`config.mk`:
```
export PLATFORM = sky130hd
export DESIGN_NAME = life_gen_engine
export DESIGN_NICKNAME = d
export VERILOG_FILES = /design/src/rtl/life_gen_engine.sv
export SDC_FILE = /design/constraint.sdc
export NUM_CORES = 1
export LEC_CHECK = 0
export ABC_AREA = 1
export CORE_MARGIN = 3
export CORE_UTILIZATION = 25
export CTS_CLUSTER_SIZE = 8
export DETAILED_ROUTE_END_ITERATION = 12
export GPL_TIMING_DRIVEN = 0
export PLACE_DENSITY_LB_ADDON = 0.05
export SLEW_MARGIN = 40
export SYNTH_ARGS = -nofsm -noshare
export SYNTH_HDL_FRONTEND = slang
export SYNTH_SLANG_ARGS = --single-unit
```
`constraint.sdc`:
```
create_clock -name clk -period 11.4 [get_ports clk]
set_input_delay 1.14 -clock clk [delete_from_list [all_inputs] [get_ports clk]]
set_output_delay 1.14 -clock clk [all_outputs]
set_load 0.01 [all_outputs]
```
`src/rtl/life_gen_engine.sv`:
```
// Game of Life generation engine: scans one cell per clock into a shadow board, then commits it.
// Define LIFE_WRAP_EN for a toroidal board; the default build treats cells off the board as dead.
module life_gen_engine #(
  parameter int unsigned BIT_WIDTH      = 3,
  parameter int unsigned BIT_HEIGHT     = 3,
  parameter int unsigned FRAMES_PER_GEN = 60
) (
  input  logic                            clk,
  input  logic                            rst_n,
  input  logic                            frame_tick,
  input  logic                            run,
  input  logic                            step,
  input  logic [BIT_WIDTH+BIT_HEIGHT-1:0] rd_addr,
  output logic                            rd_cell,
  output logic                            busy,
  output logic [15:0]                     gen_count
);

  localparam int unsigned W    = 1 << BIT_WIDTH;
  localparam int unsigned H    = 1 << BIT_HEIGHT;
  localparam int unsigned SIZE = W * H;
  localparam int unsigned AW   = BIT_WIDTH + BIT_HEIGHT;
  localparam int unsigned FcW  = (FRAMES_PER_GEN > 1) ? $clog2(FRAMES_PER_GEN) : 1;

  localparam logic [FcW-1:0]  FcLast  = FcW'(FRAMES_PER_GEN - 1);
  localparam logic [AW-1:0]   IdxLast = AW'(SIZE - 1);
  localparam logic [SIZE-1:0] GliderInit = (SIZE'(1) << 1) | (SIZE'(1) << 10) |
                                           (SIZE'(1) << 16) | (SIZE'(1) << 17) |
                                           (SIZE'(1) << 18);

  typedef enum logic [1:0] {StIdle, StScan, StCommit} state_e;

  state_e          state_q, state_d;
  logic [AW-1:0]   idx_q, idx_d;
  logic [SIZE-1:0] curr_q, curr_d;
  logic [SIZE-1:0] next_q, next_d;
  logic [15:0]     gen_q, gen_d;
  logic [FcW-1:0]  fc_q, fc_d;
  logic            pending_q, pending_d;

  logic                  start;
  logic                  rollover;
  logic [BIT_HEIGHT-1:0] cur_row, nr;
  logic [BIT_WIDTH-1:0]  cur_col, nc;
  logic                  in_board;
  logic [3:0]            nbr_sum;
  logic                  new_cell;

  assign cur_row = idx_q[AW-1:BIT_WIDTH];
  assign cur_col = idx_q[BIT_WIDTH-1:0];

  // Neighbour coordinates wrap in row/col arithmetic; dead-edge build masks the wrapped ones.
  always_comb begin
    nbr_sum  = '0;
    nr       = '0;
    nc       = '0;
    in_board = 1'b0;
    for (int dr = -1; dr <= 1; dr++) begin
      for (int dc = -1; dc <= 1; dc++) begin
        if (dr != 0 || dc != 0) begin
          nr       = cur_row + BIT_HEIGHT'(dr);
          nc       = cur_col + BIT_WIDTH'(dc);
          in_board = 1'b1;
`ifndef LIFE_WRAP_EN
          if ((dr == -1 && cur_row == '0) || (dr == 1 && cur_row == BIT_HEIGHT'(H - 1))) begin
            in_board = 1'b0;
          end
          if ((dc == -1 && cur_col == '0) || (dc == 1 && cur_col == BIT_WIDTH'(W - 1))) begin
            in_board = 1'b0;
          end
`endif
          if (in_board && curr_q[{nr, nc}]) begin
            nbr_sum = nbr_sum + 4'd1;
          end
        end
      end
    end
  end

  assign new_cell = (nbr_sum == 4'd3) || (curr_q[idx_q] && nbr_sum == 4'd2);

  always_comb begin
    state_d = state_q;
    idx_d   = idx_q;
    curr_d  = curr_q;
    next_d  = next_q;
    gen_d   = gen_q;
    start   = 1'b0;
    unique case (state_q)
      StIdle: begin
        if (pending_q || step) begin
          start   = 1'b1;
          idx_d   = '0;
          state_d = StScan;
        end
      end
      StScan: begin
        next_d[idx_q] = new_cell;
        idx_d         = idx_q + AW'(1);
        if (idx_q == IdxLast) begin
          state_d = StCommit;
        end
      end
      StCommit: begin
        curr_d  = next_q;
        gen_d   = gen_q + 16'd1;
        state_d = StIdle;
      end
      default: state_d = StIdle;
    endcase
  end

  // A rollover landing on the same cycle as a start is absorbed into that generation.
  always_comb begin
    fc_d     = fc_q;
    rollover = 1'b0;
    if (frame_tick && run) begin
      if (fc_q == FcLast) begin
        fc_d     = '0;
        rollover = 1'b1;
      end else begin
        fc_d = fc_q + FcW'(1);
      end
    end
    pending_d = start ? 1'b0 : (pending_q || rollover);
  end

  always_ff @(posedge clk or negedge rst_n) begin
    if (!rst_n) begin
      state_q   <= StIdle;
      idx_q     <= '0;
      curr_q    <= GliderInit;
      next_q    <= '0;
      gen_q     <= '0;
      fc_q      <= '0;
      pending_q <= 1'b0;
    end else begin
      state_q   <= state_d;
      idx_q     <= idx_d;
      curr_q    <= curr_d;
      next_q    <= next_d;
      gen_q     <= gen_d;
      fc_q      <= fc_d;
      pending_q <= pending_d;
    end
  end

  assign rd_cell   = curr_q[rd_addr];
  assign busy      = (state_q != StIdle);
  assign gen_count = gen_q;

  // The displayed board and the generation count may only move on the commit edge.
  assert property (@(posedge clk) disable iff (!rst_n)
                   (state_q != StCommit) |=> $stable(curr_q));
  assert property (@(posedge clk) disable iff (!rst_n)
                   (state_q != StCommit) |=> $stable(gen_q));

endmodule

```
[Yosys cells after proc, flatten, opt, wreduce, memory -nomap -nowiden]
Index checks and enable logic that the tools add are counted.
Cells by class
  equality and inequality tests: 10
  $add $sub $neg: 14
  $lt $le $gt $ge: 11
  multiplexer cells: 50
  reduce and logical (&&, ||, !) cells: 21
Operators by type and width (number)
  $lt A6 B7 Y1 const B: 10
  $bwmux W64: 1
  $bmux W1 S6: 10
  $mux W4: 7
  $mux W1: 25
  $add A4 B1 Y4 const B: 6
  $add A16 B1 Y16 const B: 1
  $add A6 B1 Y6 const B: 2
  $eq A6 B6 Y1 const B: 2
  $mux W6: 2
  $pmux W6 S2: 1
  $logic_and A1 B1 Y1: 11
  $eq A4 B2 Y1 const B: 2
  $add A3 B1 Y3 const B: 2
  $add A3 B3 Y3 const B: 2
  $demux W1 S6: 1
  $eq A3 B3 Y1 const B: 2
  $ge A6 B1 Y1 const B: 1
  $logic_not A3 Y1: 2
  $mux W2: 2
  $ne A2 B2 Y1 const B: 2
  $pmux W2 S2: 1
  $reduce_and A2 Y1: 2
  $reduce_bool A2 Y1: 2
  5 further kinds: 7
Storage, ports and cells
  word-level logic and storage cells: 113
  register bits after elaboration: 159
  output and inout port bits: 18
  input port bits: 11

[Logic depth before layout (Yosys ltp)]
  depth in word-level cells: 23
  mapped depth: 42
  depth with buffers taken out: 38

[Worst setup path before layout]
OpenSTA, ideal clock, no wires.
  kind: flip-flop to flip-flop
  start point: reg idx_q[0]
  end point: reg next_q[14]
  setup slack: 5.482 ns
  library setup time: 0.121 ns
  buffers on the path: 5
  arrival: 5.797 ns
  cell stages (with the launch flop): 42
  clock period less this slack: 5.918 ns
  data required time: 11.279 ns
  path through: dfrtp_1 > inv_2 > buf_6 > buf_6 > ha_1 > buf_2 > inv_2 > buf_2 > nand3_1 > nand3_1 > nand2_1 > o21ai_1 > nand2_1 > a32o_1 > nand3_1 > inv_1 > ha_1 > inv_1 > (+6 left out) > nand2_1 > nand2_1 > ha_1 > or2_2 > nand2_1 > inv_1 > ha_1 > nand2_1 > nand2_1 > ha_1 > or2_2 > nand2_1 > a21oi_1 > nand2_1 > inv_2 > buf_2 > nand3_1 > nand2_1
On the way
  longest elaborated chain between the ends: 23
  elaborated cells between the ends (all ways): 61
  classes of those cells: add/sub (9); order compare (2); eq/ne (3); mux (35); reduce/logical (12)
RTL lines
  start, declared: RTL line 34  | logic [AW-1:0] idx_q, idx_d;
  start signal, assigned: RTL line 139  | idx_q <= idx_d;
  $add A3 B3 Y3: RTL line 62  | nc = cur_col + BIT_WIDTH'(dc);
  $bmux W1 S6: RTL line 72  | if (in_board && curr_q[{nr, nc}]) begin
  $mux W1 (implied by the code): RTL line 72
  $logic_and A1 B1 Y1: RTL line 72
  $mux W1: RTL line 72
  $add A1 B1 Y2: RTL line 73  | nbr_sum = nbr_sum + 4'd1;
  $mux W4: RTL line 72
  $add A4 B1 Y4: RTL line 73
  (+7 left out)
  $add A4 B1 Y4: RTL line 73
  $mux W4: RTL line 72
  $add A4 B1 Y4: RTL line 73
  $mux W4: RTL line 72
  $eq A4 B2 Y1: RTL line 80  | assign new_cell = (nbr_sum == 4'd3) || (curr_q[idx_q] && nbr_sum == 4'd2);
  $logic_and A1 B1 Y1: RTL line 80
  $logic_or A1 B1 Y1: RTL line 80
  $bwmux W64 (*): RTL line 98  | next_d[idx_q] = new_cell;
  end signal, assigned: RTL line 141  | next_q <= next_d;
  end, declared: RTL line 36  | logic [SIZE-1:0] next_q, next_d;
Every way passes the cells marked *; elsewhere a longest branch is shown, timed or not. The select of a mux whose other input is x is not followed.
A chain may end at the register's enable or synchronous reset.

[Worst setup path after layout]
  start point: reg idx_q[0]
  end point: reg next_q[19]
The elaborated chain is that of the path after synthesis.

==> out/metrics.cfg <==
[status]
run_status=completed

[clock_network]
clk_latency_ns=0.45
clock_path_buffers=2
root_buffer=clkbuf_16
tritoncts=done
hold_buffers=0
cts_sinks=159
htree_levels=4
numCtsBuffers=17
cts.repair.resized=0
cts_setup_buffers=0
clkTransAtPathRegs_ns=0.08

[pwr]
leakage_nw=5.67
vdd_drop_max_mv=0.0923
total_power_w=0.00125
power_density_nw_per_um2=107

[worst_setup_path]
required_ns=11.79
crit_path_frequent_cell=nand2_1
slowest_stage=dfrtp_1
crit_arrival_ns=7.60
r2r_setup_slack_ns=4.19
path_max_fanout=11
start_kind=flip-flop
endpoint_kind=flip-flop
max_stage_delay_ns=0.41
critical_path_class=reg -> reg

[timing]
worst_pin_slew_ns=0.723
hold_viol=0
setup_tns_ns=0
skew_ns=0.0169
fin_crit_sh_pct=63.3
rsz0062_at_grt=false
maxSlewHeadroom_pct=51.4
fmax_mhz=139
setup_viol=0
drv_slew=0
fin_crit_ns=7.21

[global_routing]
antenna_found_initial=0
grt_start_max_net_pins=60
grt.overflow.total=0
grt_pass1_vias=9552
grt_util_all_layers_pct=20.7
grt_pass1_wl_um=64200

[yosys]
synth_nets=1471
synth.most_common_cell=nand2_1
ys_async_sr_fraction_pct=100
post_synth_num_cell_types=51
ys_top_cells_by_count=nand2_1, nand3_1, dfrtp_1, o21ai_0, inv_1
ys_seq_area_share_pct=39.7
synth_top_cell_by_area=dfrtp_1
yosysTopAreaCellShare_pct=38.4
synth_area_per_cell_um2=6.96
synth_seq_cells=159
synth_warnings=0
syn_inst=1443
synth_area_leaders=dfrtp_1, nand2_1, nand3_1, o21ai_0, inv_1
synth_area_um2=10000
synth_edf_count=0
synth_flop_cell=dfrtp_1

[detailed_routing]
drtIter0Drc=913
antenna_left=0
drc=0
wl_per_cell_um=21.6
drt_wl_total_um=43700
vias_per_cell=4.93
drtPass1Iterations=5
num_vias=9985

[worst_hold_path]
min_path_type=reg -> reg

[floorplan]
io_pins=29
initial_core_util_pct=25.6
die_h_um=206
design.die.area_um2=42600
fp.dieW_um=206
placeableCoreArea_um2=39200
rows=72

[placed_design]
gp_congestion=0.937
dp.final_hpwl_um=33100
io_buffers=27

[cells_and_area]
drive_gt1_share_pct=7.57
final_nets=1520
fillCellCount=4374
final_core_util_pct=29.7
syn2layout_area_growth_pct=15.9

[job]
maxCapViolCount=0

logic make-up after synthesis:
family / share of synthesized area, %
compound gates: 12.2
buf+inv: 9.17
fa+ha+maj: 2.12
flops: 39.7
xor+xnor: 1.74
simple gates: 35.1
worst max-delay path: cells and delay by family (launching register included):
kind	cells	cell delay [ns]
and+or+nand+nor	20	2.28
adders and majority gates	7	1.92
buffers and inverters	11	1.86
AOI/OAI and AO/OA	3	0.67
DFF	1	0.41
layer usage:
| layer | part of all wire [%] | routed length, um | GRT usage, % | vias to the layer above |
|---|---|---|---|---|
| met2 | 45 | 19800 | 32.5 | 293 |
| met1 | 48 | 20900 | 29.5 | 4792 |
| li1 | - | - | - | 4855 |
| met5 | 0 | 0 | 0 | - |
| met3 | 4.2 | 1850 | 2.99 | 45 |
| met4 | 2.6 | 1140 | 5.94 | 0 |
flip-flops by register name (all words and copies together) (netlist names):
register / count
pending_q: 1
curr_q: 64
idx_q: 6
fc_q: 6
state_q: 2
next_q: 64
gen_count: 16
path summary, 6_finish.rpt:
check                           startpoint          to  depth (start not counted)
worst max-delay path              idx_q[0]  next_q[19]                         41
worst min-delay path            next_q[39]  curr_q[39]                          2
worst max register to register    idx_q[0]  next_q[19]                         41
worst min register to register  next_q[39]  curr_q[39]                          2
max in group asynchronous            rst_n  curr_q[10]                          2
min in group asynchronous            rst_n  next_q[36]                          1
layout make-up:
type / count / area, um^2 / area share (%)
diodes: 1 / 2.50 / 0.0215
plain buffers: 74 / 403 / 3.46
clock buffers: 18 / 429 / 3.69
clock inverters: 14 / 171 / 1.47
inverters: 139 / 522 / 4.48
multi-input cells: 1071 / 5140 / 44.2
flip-flops and latches: 159 / 3990 / 34.2
well taps: 518 / 648 / 5.57
repair buffers: 30 / 338 / 2.90
power breakdown:
part	internal, W	switching [W]	leakage (nW)	total, W
Combinational	0.0000191	0.0000367	3.22	0.0000558
Sequential	0.000573	0.00000712	2.17	0.000580
Clock	0.000331	0.000284	0.289	0.000615
Total	0.000924	0.000328	5.67	0.00125
layout by cell type (no fill, tap or decap), types with 4 or more instances in the layout:
cell | Yosys | final
o21ai_1 | 10 | 10
clkinv_1 | 7 | 7
buf_2 | 19 | 19
nor2_1 | 91 | 91
nand4_1 | 6 | 6
o21ai_0 | 124 | 124
nand2_2 | 5 | 5
buf_6 | 11 | 11
clkdlybuf4s50_1 | 0 | 26
inv_2 | 10 | 10
o22ai_1 | 13 | 13
dfrtp_1 | 154 | 154
or2_2 | 5 | 5
xnor2_1 | 8 | 8
buf_4 | 4 | 5
dfstp_2 | 5 | 5
a211oi_1 | 6 | 6
xor2_1 | 7 | 7
a21oi_1 | 39 | 39
inv_1 | 122 | 122
nor3_1 | 36 | 35
clkbuf_1 | 36 | 34
inv_6 | 0 | 5
nand3_2 | 8 | 8
nand2_1 | 435 | 435
a221oi_1 | 8 | 8
ha_1 | 17 | 17
buf_1 | 4 | 4
nand3_1 | 222 | 222
clkbuf_16 | 0 | 17
stage by stage:
step                std cells  hold WS (ns)  setup slack [ns]  area, um^2
finish                   2024         0.456              4.19       11600
global route             2023         0.493              3.71       11600
CTS                      2023         0.463              4.14       11600
detailed placement       1991         0.448              4.15       11000
global placement         1988         0.445              1.52       11000
floorplan                1443         0.436              5.48       10000
(Power assumes the default switching activity.)
